==> config.mk <==
export PLATFORM = sky130hd
export DESIGN_NAME = mmio_uart_tohost_flat
export DESIGN_NICKNAME = d
export VERILOG_FILES = /design/src/rtl/mmio_uart_tohost_if.sv /design/src/rtl/mmio_uart_tohost.sv /design/src/flat_wrapper.sv
export SDC_FILE = /design/constraint.sdc
export NUM_CORES = 1
export LEC_CHECK = 0
export ABC_CLOCK_PERIOD_IN_PS = 2600
export CAP_MARGIN = 10
export CORE_MARGIN = 2
export CORE_UTILIZATION = 48
export DETAILED_ROUTE_END_ITERATION = 8
export HOLD_SLACK_MARGIN = 0.12
export PLACE_DENSITY = 0.77
export SYNTH_ARGS = -nofsm -noshare
export SYNTH_HDL_FRONTEND = slang
export SYNTH_SLANG_ARGS = --single-unit
==> constraint.sdc <==
create_clock -name sysclk -period 2.6 [get_ports sysclk]
set_input_delay 0.52 -clock sysclk [delete_from_list [all_inputs] [get_ports sysclk]]
set_output_delay 0.52 -clock sysclk [all_outputs]
set_load 0.02 [all_outputs]
==> src/rtl/mmio_uart_tohost_if.sv <==
// CPU data-port view of the tohost/UART peripheral: byte address, store data and strobes in; decode hit and read data out.
// Latency: hit is combinational from addr; rdata is registered (one cycle after the load strobe).
// Backpressure: none; stores to a full TX FIFO are dropped and reported through the status overflow bit.
interface mmio_uart_tohost_if #(
   parameter int ADDR_WIDTH = 16
);
   logic [ADDR_WIDTH-1:0] addr;   // byte address, bits [1:0] ignored
   logic [31:0]           wdata;  // store data
   logic                  wen;    // store strobe
   logic                  ren;    // load strobe
   logic                  hit;    // address falls in the 3-word window
   logic [31:0]           rdata;  // registered load data

   modport master (output addr, wdata, wen, ren, input hit, rdata);
   modport slave  (input addr, wdata, wen, ren, output hit, rdata);
endinterface

==> src/rtl/mmio_uart_tohost.sv <==
// TOHOST mailbox + 4-entry TX FIFO feeding an 8N1 UART, + status word, decoded at BASE_ADDR+0/4/8.
// Latency: loads return one cycle after ren; a TXDATA store into an idle block pops on the next edge, tx falls after it.
// Backpressure: none on the bus; a TXDATA store while the FIFO is full is dropped and sets the sticky overflow bit.
// Ports: sysclk/rst (async active-low), bus (slave side of mmio_uart_tohost_if),
//        tx (UART line, idle high), done/pass/led (test result from the TOHOST word).
module mmio_uart_tohost #(
   parameter int                    ADDR_WIDTH   = 16,
   parameter logic [ADDR_WIDTH-1:0] BASE_ADDR    = 16'h4000,
   parameter int                    CLKS_PER_BIT = 868,
   parameter int                    FIFO_DEPTH   = 4
) (
   input  logic                     sysclk,
   input  logic                     rst,
   mmio_uart_tohost_if.slave        bus,
   output logic                     tx,
   output logic                     done,
   output logic                     pass,
   output logic                     led
);

   localparam int WW = ADDR_WIDTH - 2;
   localparam int PW = $clog2(FIFO_DEPTH);
   localparam int CW = PW + 1;
   localparam int TW = (CLKS_PER_BIT > 1) ? $clog2(CLKS_PER_BIT) : 1;

   localparam logic [WW-1:0] W_TOHOST = BASE_ADDR[ADDR_WIDTH-1:2];
   localparam logic [WW-1:0] W_TXDATA = W_TOHOST + WW'(1);
   localparam logic [WW-1:0] W_STATUS = W_TOHOST + WW'(2);
   localparam logic [TW-1:0] T_LAST   = TW'(CLKS_PER_BIT - 1);
   localparam logic [CW-1:0] C_FULL   = CW'(FIFO_DEPTH);

   typedef enum logic [1:0] {IDLE, START, DATA, STOP} tx_state_t;

   // ---------------- address decode ----------------
   logic [WW-1:0] word;
   logic          sel_tohost, sel_txdata, sel_status, hit;
   logic          wr_tohost, wr_txdata, wr_status;
   logic          unused_addr_lsb;

   assign word       = bus.addr[ADDR_WIDTH-1:2];
   assign sel_tohost = (word == W_TOHOST);
   assign sel_txdata = (word == W_TXDATA);
   assign sel_status = (word == W_STATUS);
   assign hit        = sel_tohost | sel_txdata | sel_status;
   assign bus.hit    = hit;

   assign wr_tohost  = bus.wen & sel_tohost;
   assign wr_txdata  = bus.wen & sel_txdata;
   assign wr_status  = bus.wen & sel_status;

   // Word-addressed registers: the byte offset is deliberately ignored.
   assign unused_addr_lsb = ^bus.addr[1:0];

   // ---------------- TOHOST mailbox ----------------
   logic [31:0] tohost;

   always_ff @(posedge sysclk or negedge rst) begin
      if (!rst) begin
         tohost <= '0;
         done   <= 1'b0;
         pass   <= 1'b0;
      end else if (wr_tohost) begin
         tohost <= bus.wdata;
         done   <= 1'b1;
         pass   <= (bus.wdata == 32'd1);
      end
   end

   assign led = pass;

   // ---------------- TX FIFO ----------------
   logic [7:0]    mem [FIFO_DEPTH];
   logic [PW-1:0] wr_ptr, rd_ptr;
   logic [CW-1:0] count;
   logic          empty, full, push_ok, push_drop, pop, ovf;

   assign empty     = (count == '0);
   assign full      = (count == C_FULL);
   // Fullness is judged on the pre-edge count, so a pop on the same edge does not rescue a push.
   assign push_ok   = wr_txdata & ~full;
   assign push_drop = wr_txdata & full;

   always_ff @(posedge sysclk) begin
      if (push_ok) begin
         mem[wr_ptr] <= bus.wdata[7:0];
      end
   end

   always_ff @(posedge sysclk or negedge rst) begin
      if (!rst) begin
         wr_ptr <= '0;
         rd_ptr <= '0;
         count  <= '0;
         ovf    <= 1'b0;
      end else begin
         if (push_ok) wr_ptr <= wr_ptr + 1'b1;
         if (pop)     rd_ptr <= rd_ptr + 1'b1;
         if (push_ok && !pop)      count <= count + 1'b1;
         else if (!push_ok && pop) count <= count - 1'b1;
         if (push_drop)      ovf <= 1'b1;
         else if (wr_status) ovf <= 1'b0;
      end
   end

   // ---------------- UART transmitter ----------------
   tx_state_t     state, state_nxt;
   logic [TW-1:0] timer, timer_nxt;
   logic [2:0]    bit_idx, bit_idx_nxt;
   logic [7:0]    shreg;
   logic          timer_last, busy;

   assign timer_last = (timer == T_LAST);
   assign busy       = (state != IDLE);

   always_ff @(posedge sysclk or negedge rst) begin
      if (!rst) begin
         state   <= IDLE;
         timer   <= '0;
         bit_idx <= '0;
         shreg   <= '0;
      end else begin
         state   <= state_nxt;
         timer   <= timer_nxt;
         bit_idx <= bit_idx_nxt;
         if (pop) shreg <= mem[rd_ptr];
      end
   end

   // tx is decoded from state registers only, so reset forces the line high immediately.
   always_comb begin
      state_nxt   = state;
      timer_nxt   = timer + 1'b1;
      bit_idx_nxt = bit_idx;
      pop         = 1'b0;
      tx          = 1'b1;
      case (state)
         IDLE: begin
            timer_nxt = '0;
            if (!empty) begin
               pop       = 1'b1;
               state_nxt = START;
            end
         end
         START: begin
            tx = 1'b0;
            if (timer_last) begin
               timer_nxt   = '0;
               bit_idx_nxt = '0;
               state_nxt   = DATA;
            end
         end
         DATA: begin
            tx = shreg[bit_idx];
            if (timer_last) begin
               timer_nxt = '0;
               if (bit_idx == 3'd7) state_nxt = STOP;
               else                 bit_idx_nxt = bit_idx + 1'b1;
            end
         end
         STOP: begin
            if (timer_last) begin
               timer_nxt = '0;
               // Chain straight into the next start bit to keep frames contiguous.
               if (!empty) begin
                  pop       = 1'b1;
                  state_nxt = START;
               end else begin
                  state_nxt = IDLE;
               end
            end
         end
         default: state_nxt = IDLE;
      endcase
   end

   // ---------------- read path ----------------
   logic [31:0] rd_mux, rdata_q;

   always_comb begin
      rd_mux = '0;
      if (sel_tohost)      rd_mux = tohost;
      else if (sel_status) rd_mux = {26'd0, pass, done, ovf, busy, full, empty};
   end

   // Sampled from pre-edge state, so a load paired with a store sees the old value.
   always_ff @(posedge sysclk or negedge rst) begin
      if (!rst) rdata_q <= '0;
      else      rdata_q <= bus.ren ? rd_mux : 32'd0;
   end

   assign bus.rdata = rdata_q;

endmodule

==> src/flat_wrapper.sv <==
// flat-port wrapper written by rule: the top's interface ports become plain ports
module mmio_uart_tohost_flat 
#(
   parameter int                    ADDR_WIDTH   = 16,
   parameter logic [ADDR_WIDTH-1:0] BASE_ADDR    = 16'h4000,
   parameter int                    CLKS_PER_BIT = 868,
   parameter int                    FIFO_DEPTH   = 4
)
  (sysclk, rst, tx, done, pass, led, bus_addr, bus_wdata, bus_wen, bus_ren, bus_hit, bus_rdata);
  mmio_uart_tohost_if #(.ADDR_WIDTH(ADDR_WIDTH)) bus_i ();
  input  logic sysclk;
  input  logic rst;
  output logic tx;
  output logic done;
  output logic pass;
  output logic led;
  input wire logic [$bits(bus_i.addr)-1:0] bus_addr;
  input wire logic [$bits(bus_i.wdata)-1:0] bus_wdata;
  input wire logic [$bits(bus_i.wen)-1:0] bus_wen;
  input wire logic [$bits(bus_i.ren)-1:0] bus_ren;
  output wire logic [$bits(bus_i.hit)-1:0] bus_hit;
  output wire logic [$bits(bus_i.rdata)-1:0] bus_rdata;
  assign bus_i.addr = bus_addr;
  assign bus_i.wdata = bus_wdata;
  assign bus_i.wen = bus_wen;
  assign bus_i.ren = bus_ren;
  assign bus_hit = bus_i.hit;
  assign bus_rdata = bus_i.rdata;
  mmio_uart_tohost #(.ADDR_WIDTH(ADDR_WIDTH), .BASE_ADDR(BASE_ADDR), .CLKS_PER_BIT(CLKS_PER_BIT), .FIFO_DEPTH(FIFO_DEPTH)) u_core (.sysclk(sysclk), .rst(rst), .bus(bus_i), .tx(tx), .done(done), .pass(pass), .led(led));
endmodule
Yosys cells after proc, flatten, opt, wreduce, memory -nomap -nowiden. Memories as Yosys holds them, arrays and structs flattened. A register that Yosys moved wholly into a read port is not among the register bits. Cells that the tools add are included.

Output and inout bits: 37. Memories: 1. Register bits: 89. Memory bits (writable): 32. Bits of input ports: 52. Word-level logic and storage cells: 85.

Memory list: u_core.mem (words 4, width 8, read ports 1, clocked after Yosys merged registers in 1, wr ports 1, RTL line mmio_uart_tohost.sv:72) `logic [7:0] mem [FIFO_DEPTH];`.

Bitwise gates (word level): 8. Reduce and logical (&&, ||, !) cells: 14. Magnitude comparators: 1. Add/subtract/negate cells: 6. Muxes and demuxes: 28. Eq/ne operators: 16.

Operators by type and width (number): $mux W32 (2); $eq A14 B13 Y1 const B (3); $eq A32 B1 Y1 const B (1); $pmux W10 S2 (1); $mux W3 (5); $add A10 B1 Y10 const B (1); $eq A10 B10 Y1 const B (1); $mux W10 (1); $mux W2 (5); $mux W1 (8); $ne A2 B1 Y1 const B (4); $pmux W2 S4 (1); $reduce_bool A2 Y1 (4); $add A3 B1 Y3 const B (2); $eq A3 B3 Y1 const B (2); $mux W6 (1); $pmux W3 S2 (1); $and A1 B1 Y1 (5); $reduce_and A5 Y1 (1); $add A2 B1 Y2 const B (2); $eq A2 B2 Y1 const B (2); $lt A3 B4 Y1 const B (1); $ne A2 B2 Y1 const B (2); $pmux W1 S2 (2); 11 further kinds (15).

Depth between registers and ports, before layout. Gate-level depths: netlist (run 1).

Depth after elaboration: 7. Depth in mapped cells: 12. Mapped depth without buffers: 11.

Least setup slack after synthesis (run 1). Ideal clock, no wire load.

Kind: input-to-reg. Start: in bus_addr[10]. End: reg u_core.count[2]. Arrival: 2716 ps. Setup time: 79 ps. Stages: 9. Setup slack: -195 ps. Required time: 2521 ps. Cell sequence: or4_1 > nor3_4 > nor3b_2 > ha_1 > inv_1 > fa_1 > xor2_1 > nor2_1 > xor2_1.

Longest elaborated chain between the ends: 6. Elaborated cells on any way between the ends: 8. Classes of those cells: eq/ne (1); mux (1); bitwise (2); reduce/logical (4).

Ends and longest elaborated chain: from (decl) (RTL line flat_wrapper.sv:17) `input wire logic [$bits(bus_i.addr)-1:0] bus_addr;`; $eq A14 B13 Y1 (*) (RTL line mmio_uart_tohost.sv:42) `assign sel_txdata = (word == W_TXDATA);`; $and A1 B1 Y1 (*) (RTL line mmio_uart_tohost.sv:48) `assign wr_txdata = bus.wen & sel_txdata;`; $and A1 B1 Y1 (*) (RTL line mmio_uart_tohost.sv:80) `assign push_ok = wr_txdata & ~full;`; net u_core.push_ok (RTL line mmio_uart_tohost.sv:75) `logic empty, full, push_ok, push_drop, pop, ovf;`; $logic_not A1 Y1 (RTL line mmio_uart_tohost.sv:99) `else if (!push_ok && pop) count <= count - 1'b1;`; $logic_and A1 B1 Y1 (RTL line mmio_uart_tohost.sv:99); $reduce_bool A2 Y1 (no line); to (signal assigned) (RTL line mmio_uart_tohost.sv:98) `if (push_ok && !pop) count <= count + 1'b1;`; to (signal assigned) (RTL line mmio_uart_tohost.sv:99); to (decl) (RTL line mmio_uart_tohost.sv:74) `logic [CW-1:0] count;`.

The timed path passes the listed nets; every way through them passes the cells marked *. A chain may end at the register's enable or synchronous reset.

Worst setup path after layout (run 1).
Start: in bus_addr[5]. End: out bus_hit.

Longest elaborated chain between the ends: 3. Elaborated cells on any way between the ends: 5. Classes of those cells: eq/ne (3); bitwise (2).

Ends and longest elaborated chain: $eq A14 B13 Y1 (on tied branches) (RTL line mmio_uart_tohost.sv:41, mmio_uart_tohost.sv:42); $or A1 B1 Y1 (RTL line mmio_uart_tohost.sv:44) `assign hit = sel_tohost | sel_txdata | sel_status;`; $or A1 B1 Y1 (*) (RTL line mmio_uart_tohost.sv:44); to (decl) (RTL line flat_wrapper.sv:21) `output wire logic [$bits(bus_i.hit)-1:0] bus_hit;`.

Mark *: on every way between the ends. The rest lies on a longest branch, timed or not.

==> results.cfg, run 1 <==
[yosys]
synth-edff-count = 32
ys_seq_area_share_pct = 63.43
syn_inst = 356
ys_warn_count = 0
netlist_area_um2 = 5341
syn_area_per_cell_um2 = 15.00
synth_fp_nets = 422
async_flop_share_pct = 75.19
ys_types = 56
ys.flop_type = dfrtp_1
ys_ff_latch = 129

[pwr]
power_mw = 4.766
clockPowerShare_pct = 53.3
switchingPower_mw = 0.9104
ir_drop_v = 0.0004541
p_sw_share_pct = 19.10
seqPwrFrac_pct = 43.6
pwr-share-comb_pct = 3.1
power_density_nw_per_um2 = 658.8
p_int_mw = 3.856
leakagePower_nw = 3.202

[clocking]
insertion_delay_ns = 0.51
clockRootBuffer = clkbuf_8
cts_tree = built
cts_buffer_depth = 2
clock_sinks = 129
clkTransAtPathRegs_ns = 0.06
htreeDepth = 4
cts_buffers = 17

[drt]
wl_met3_um = 556
met1_length_um = 4385
drt_pass1_iterations = 5
drtAntennaViolNets = 0
routed_via_density = 5.242
wl_um = 10640
wire_per_inst_um = 17.02
vias = 3276
top_layer = met4
drc = 0
first_iter_violations = 177
met2_wirelength_um = 5393

[placed_design]
dp_cells = 589
gp_congestion = 0.7940
hpwlAfterDp_um = 7325
dp_slack_ns = -0.4429
port_buffers = 86
place_area_um2 = 6551

[status]
status = complete, no violations

[global_routing]
grt_max_degree = 58
antenna_found_initial = 0
grt_pass1_wl_um = 17730
track_usage_pct = 19.97
grt_pass1_vias = 3556
grt_overflow = 0

[setup_path]
cp-start-kind = input port
end_kind = output pin
cp.arrival_ns = 2.04
worstPathRequired_ns = 2.08
path_max_fanout = 3
crit_type = in -> out

[final_layout]
insertedDiodeCount = 0
finalNetCount = 538
stdcell_count = 625
finalInstanceArea_um2 = 7234
n_fill_cell = 767
layout-drive-gt1-share_pct = 20.21
area_growth_syn_to_layout_pct = 35.44

[timing]
setup_violations = 0
clock_skew_ns = 0.005209
finalHoldViolCount = 0
slew_violations = 0
setup_ws_ns = 0.04037
fmax_ghz = 0.3907
layout_min_cycle_time_ns = 2.560
holdWs_ns = 0.4700
tightestPinTransition_ns = 0.7447
period_share_pct = 98.45
relSlewSlack_pct = 50.35
grt_setup_unrepaired = false

[floorplan]
die_area_um2 = 11990
io_pins = 89
die_h_um = 109.5
design.core.area_um2 = 10840
die_x_um = 109.5
start_util_pct = 49.27
rows = 38

[flow_run]
cap_violations = 0

[worst_hold_path]
min_path_type = reg -> reg
[sequential cells by signal, summed over array words and instances (netlist names)]
register and flops:
u_core.bus.rdata 32, u_core.mem 32, u_core.tohost 32, u_core.timer 10, u_core.shreg 8, u_core.bit_idx 3, u_core.count 3, u_core.rd_ptr 2
u_core.state 2, u_core.wr_ptr 2, u_core.done 1, u_core.led 1, u_core.ovf 1
[kinds of logic (layout without fill, tap and decap cells)]
group,count (synthesis),count (layout),share of synthesized area (%)
flops,129,129,63.43
xor+xnor,14,14,2.296
compound gates,16,16,2.319
fa+ha+maj,14,14,3.420
simple gates,101,101,11.88
buf+inv,22,151,2.061
mux,60,60,14.59
[critical path, cell delays in order]
cell	delay, ns
clkdlybuf4s50_1	0.40
or4_4	0.56
nor3_4	0.22
a21boi_1	0.19
buf_4	0.16
[per-layer routing]
metal | up-vias | track usage [%]
li1 | 1519 | -
met1 | 1650 | 25.01
met2 | 85 | 32.50
met3 | 22 | 5.157
met4 | 0 | 9.584
met5 | - | 0
[power groups by stage]
stage / clock, mW / combinational, mW / sequential, mW
floorplan: 0 / 0.0155 / 2.12
global placement: 0 / 0.145 / 2.12
detailed placement: 0 / 0.148 / 2.12
CTS: 2.58 / 0.150 / 2.08
global route: 2.68 / 0.162 / 2.08
finish: 2.54 / 0.147 / 2.08
[per-stage QoR]
stage | util (%) | setup TNS [ns]
after floorplan | - | -0.1887
after global routing | 66.74 | 0
after CTS | 66.52 | 0
final | 66.74 | 0
after global placement | 60.43 | -6.092
after detailed placement | 60.43 | -7.463
[cell usage after synthesis (2+ instances only)]
master    instances  area share (%)
nand2_1           4            0.28
and3_1            4            0.47
nand4_1           2            0.23
nor3_1            3            0.28
ha_1             13             3.0
nand3b_1          2            0.28
nor4_1            7            0.82
a21o_1            2            0.28
xor2_1            9             1.5
buf_1             2            0.14
inv_1             9            0.63
nand3_1           8            0.75
o31ai_1           2            0.28
nor2_1           19             1.3
buf_6             3            0.63
mux4_2           10             4.2
and2_1           32             3.7
mux2_1           28             5.9
mux2_2           15             3.2
xnor2_1           5            0.82
dfrtp_1          97              45
clkbuf_1          6            0.42
nand2b_1          2            0.23
and4_1            2            0.33
mux2i_1           7             1.3
nor4b_1           2            0.33
edfxtp_1         32              18
[worst paths after layout]
path / startpoint / end / slack (ns) / depth (start not counted)
max in group asynchronous: rst / u_core.bus.rdata[31] / 1.35 / 3
min in group asynchronous: rst / u_core.timer[7] / 0.63 / 2
max reg2reg: u_core.timer[0] / u_core.count[2] / 0.23 / 11
min: u_core.tohost[29] / u_core.bus.rdata[29] / 0.47 / 1
max: bus_addr[5] / bus_hit / 0.04 / 5
min reg2reg: u_core.tohost[29] / u_core.bus.rdata[29] / 0.47 / 1
[final cells by class]
class	instances	area (µm²)	area share [%]
Clock buffer	21	480.5	6.641
Clock inverter	11	171.4	2.369
Inverter	9	33.78	0.4670
Multi-Input combinational cell	205	1863	25.75
Sequential cell	129	3390	46.85
Tap cell	140	175.2	2.421
Timing Repair Buffer	110	1121	15.50
[placed cells by master (no fill, tap or decap), drive strengths merged, types with 3 or more instances in the layout]
master         synthesis  layout
and2                  32      32
and3                   4       4
buf                    7      25
bufinv                 0       4
clkbuf                 6      22
clkdlybuf4s50          0      83
clkinv                 0       3
dfrtp                 97      97
edfxtp                32      32
ha                    13      13
inv                    9      12
mux2                  43      43
mux2i                  7       7
mux4                  10      10
nand2                  4       4
nand3                  8       8
nor2                  19      19
nor3                   4       4
nor4                   8       8
xnor2                  5       5
xor2                   9       9
[timing repair]
item                                    4_1_cts  5_1_grt
resized for setup                             9        4
hold endpoints to repair                     55        0
hold buffers                                  1        0
endpoints found under the setup margin        2        3
buffers inserted                              0        3
pin swaps                                     0        3
(Power assumes the default switching activity.)
==> run 2, diff against run 1 <==
--- a/config.mk
+++ b/config.mk
@@ -10,6 +10,7 @@
 export CORE_MARGIN = 2
 export CORE_UTILIZATION = 48
 export DETAILED_ROUTE_END_ITERATION = 8
+export GPL_TIMING_DRIVEN = 1
 export HOLD_SLACK_MARGIN = 0.12
 export PLACE_DENSITY = 0.77
 export SYNTH_ARGS = -nofsm -noshare
==> results of run 2 <==
The final DEF is identical to that of run 1; final timing and power are the same.
==> run 3, diff against run 2 <==
--- a/config.mk
+++ b/config.mk
@@ -5,10 +5,11 @@
 export SDC_FILE = /design/constraint.sdc
 export NUM_CORES = 1
 export LEC_CHECK = 0
-export ABC_CLOCK_PERIOD_IN_PS = 2600
+export ABC_CLOCK_PERIOD_IN_PS = 3000
 export CAP_MARGIN = 10
+export CORE_ASPECT_RATIO = 0.7
 export CORE_MARGIN = 2
-export CORE_UTILIZATION = 48
+export CORE_UTILIZATION = 50
 export DETAILED_ROUTE_END_ITERATION = 8
 export GPL_TIMING_DRIVEN = 1
 export HOLD_SLACK_MARGIN = 0.12
==> constraint.sdc (replaced) <==
create_clock -name sysclk -period 3 [get_ports sysclk]
set_input_delay 0.6 -clock sysclk [delete_from_list [all_inputs] [get_ports sysclk]]
set_output_delay 0.6 -clock sysclk [all_outputs]
set_load 0.02 [all_outputs]
==> run 3 against run 2 <==
Wire length decreased by 1.2%. Combinational power decreased by 14%. Clock-buffer cell count unchanged. First-iteration DRC count grew 5.1%. Cell count shrank 2.1%. Register-to-register slack better by 0.34 ns. Total power fell by 18%. Critical path type unchanged. Largest cell class unchanged. Largest power group unchanged.
==> results.cfg, run 3 (same netlist as run 1, synthesis figures left out) <==
[clocking]
cts_tree = built
cts_buffer_depth = 2
clkTransAtPathRegs_ns = 0.06
insertion_delay_ns = 0.41
cts_setup_buffers = 0
clock_sinks = 129
htreeDepth = 4
cts_buffers = 17
clockRootBuffer = clkbuf_16

[global_routing]
grt_pass1_vias = 3441
track_usage_pct = 20.09
antenna_found_initial = 0
grt_overflow = 0
grt_pass1_wl_um = 17660
grt_max_degree = 51

[pwr]
switchingPower_mw = 0.8412
power_mw = 3.905
clockPowerShare_pct = 50.6
p_int_mw = 3.064
pwr-share-comb_pct = 3.2
ir_drop_v = 0.0004304
p_sw_share_pct = 21.54
leakagePower_nw = 3.141
seqPwrFrac_pct = 46.1
power_density_nw_per_um2 = 553.8

[setup_path]
critPathSlowestCell = or4_4
path_max_fanout = 2
critPathBufInv = 2
cp-start-kind = input port
cp.arrival_ns = 2.26
cp_top_family = buffers and inverters
end_kind = output pin
worstPathRequired_ns = 2.40
cp_cell_sequence = clkdlybuf4s50_1, or4_4, nor3_4, a21boi_0, dlygate4sd2_1
crit_type = in -> out
slowest_delay_ns = 0.55

[floorplan]
design.core.area_um2 = 10360
die_h_um = 90.48
rows = 31
die_x_um = 127.5
start_util_pct = 51.58
io_pins = 89
die_area_um2 = 11540

[final_layout]
insertedDiodeCount = 0
seq_area_um2 = 3388
area_growth_syn_to_layout_pct = 32.02
stdcell_count = 612
finalNetCount = 533
multi_input_area_um2 = 1843
layout-drive-gt1-share_pct = 17.50
mostFrequentLayoutCells = 97 x dfrtp_1, 84 x clkdlybuf4s50_1, 32 x and2_1, 32 x edfxtp_1, 28 x mux2_1
mostFrequentLayoutCell = dfrtp_1
n_fill_cell = 721

[placed_design]
gp_congestion = 0.8328
hpwlAfterDp_um = 7435
dp_cells = 580
port_buffers = 86

[timing]
slew_violations = 0
fmax_ghz = 0.3491
layout_min_cycle_time_ns = 2.864
period_share_pct = 95.48
relSlewSlack_pct = 58.41
setup_violations = 0
clock_skew_ns = 0.006552
grt_setup_unrepaired = false
holdWs_ns = 0.1978
tightestPinTransition_ns = 0.6238
finalHoldViolCount = 0

[drt]
first_iter_violations = 186
wl_um = 10510
wire_per_inst_um = 17.17
routed_via_density = 5.306
drtAntennaViolNets = 0
drt_pass1_iterations = 4
vias = 3247
drc = 0

[flow_run]
cap_violations = 0

[worst_hold_path]
min_path_type = in -> async

[status]
status = complete, no violations
-- run 3: changes by cell type in the layout (fill, tap and decap cells not counted), sizes merged --
cell,before,now
dlygate4sd2,0,1
buf,25,20
bufinv,4,0
dlygate4sd3,1,0
inv,12,14
clkinv,3,5
clkbuf,22,21
clkdlybuf4s50,83,84
-- run 3: final timing paths --
kind	start	endpoint	slack [ns]	cells after the start
min	rst	u_core.tohost[29]	0.20	1
max in group asynchronous	rst	u_core.tohost[12]	2.12	2
min reg2reg	u_core.tohost[26]	u_core.bus.rdata[26]	0.47	1
max reg2reg	u_core.timer[0]	u_core.count[2]	0.57	11
min in group sysclk	u_core.tohost[26]	u_core.bus.rdata[26]	0.47	1
max	bus_addr[5]	bus_hit	0.14	5
-- run 3: routing by layer --
metal  track usage [%]  part of all wire (%)
met5                 0                     0
met4             7.601                  0.95
met3             4.384                   4.5
met2             29.86                    48
met1             29.22                    47
-- run 3: what timing repair did --
| item | in CTS | in global routing |
|---|---|---|
| hold buffers | 0 | 0 |
| setup endpoints to repair | 1 | 0 |
| endpoints found under the hold margin | 0 | 0 |
| gates resized for setup | 1 | 0 |
-- run 3: layout make-up --
| cell class | instances | share of cell area, % |
|---|---|---|
| Multi-Input combinational cell | 205 | 26.14 |
| Clock inverter | 11 | 1.295 |
| Clock buffer | 21 | 6.991 |
| Timing Repair Buffer | 105 | 14.71 |
| Tap cell | 132 | 2.342 |
| Inverter | 9 | 0.4791 |
| Sequential cell | 129 | 48.05 |
-- run 3: power by group through the flow --
| stage | clock network [mW] | logic, mW | registers [mW] |
|---|---|---|---|
| after floorplan | 0 | 0.0130 | 1.84 |
| after CTS | 2.02 | 0.129 | 1.80 |
| after detailed placement | 0 | 0.128 | 1.83 |
| after global routing | 2.11 | 0.138 | 1.80 |
| final | 1.98 | 0.126 | 1.80 |
| after global placement | 0 | 0.125 | 1.83 |
-- run 3: through the flow --
stage / util, % / TNS (ns) / setup WS, ns / area (µm²)
5_1_grt: 68.09 / 0 / 0.009891 / 7052
4_1_cts: 68.09 / 0 / 0.1141 / 7052
3_3_place_gp: 62.46 / -0.4710 / -0.1748 / 6469
6_report: 68.09 / 0 / 0.1355 / 7052
2_1_floorplan: - / 0 / 0.1253 / 5341
3_5_place_dp: 62.46 / -0.5865 / -0.2638 / 6469
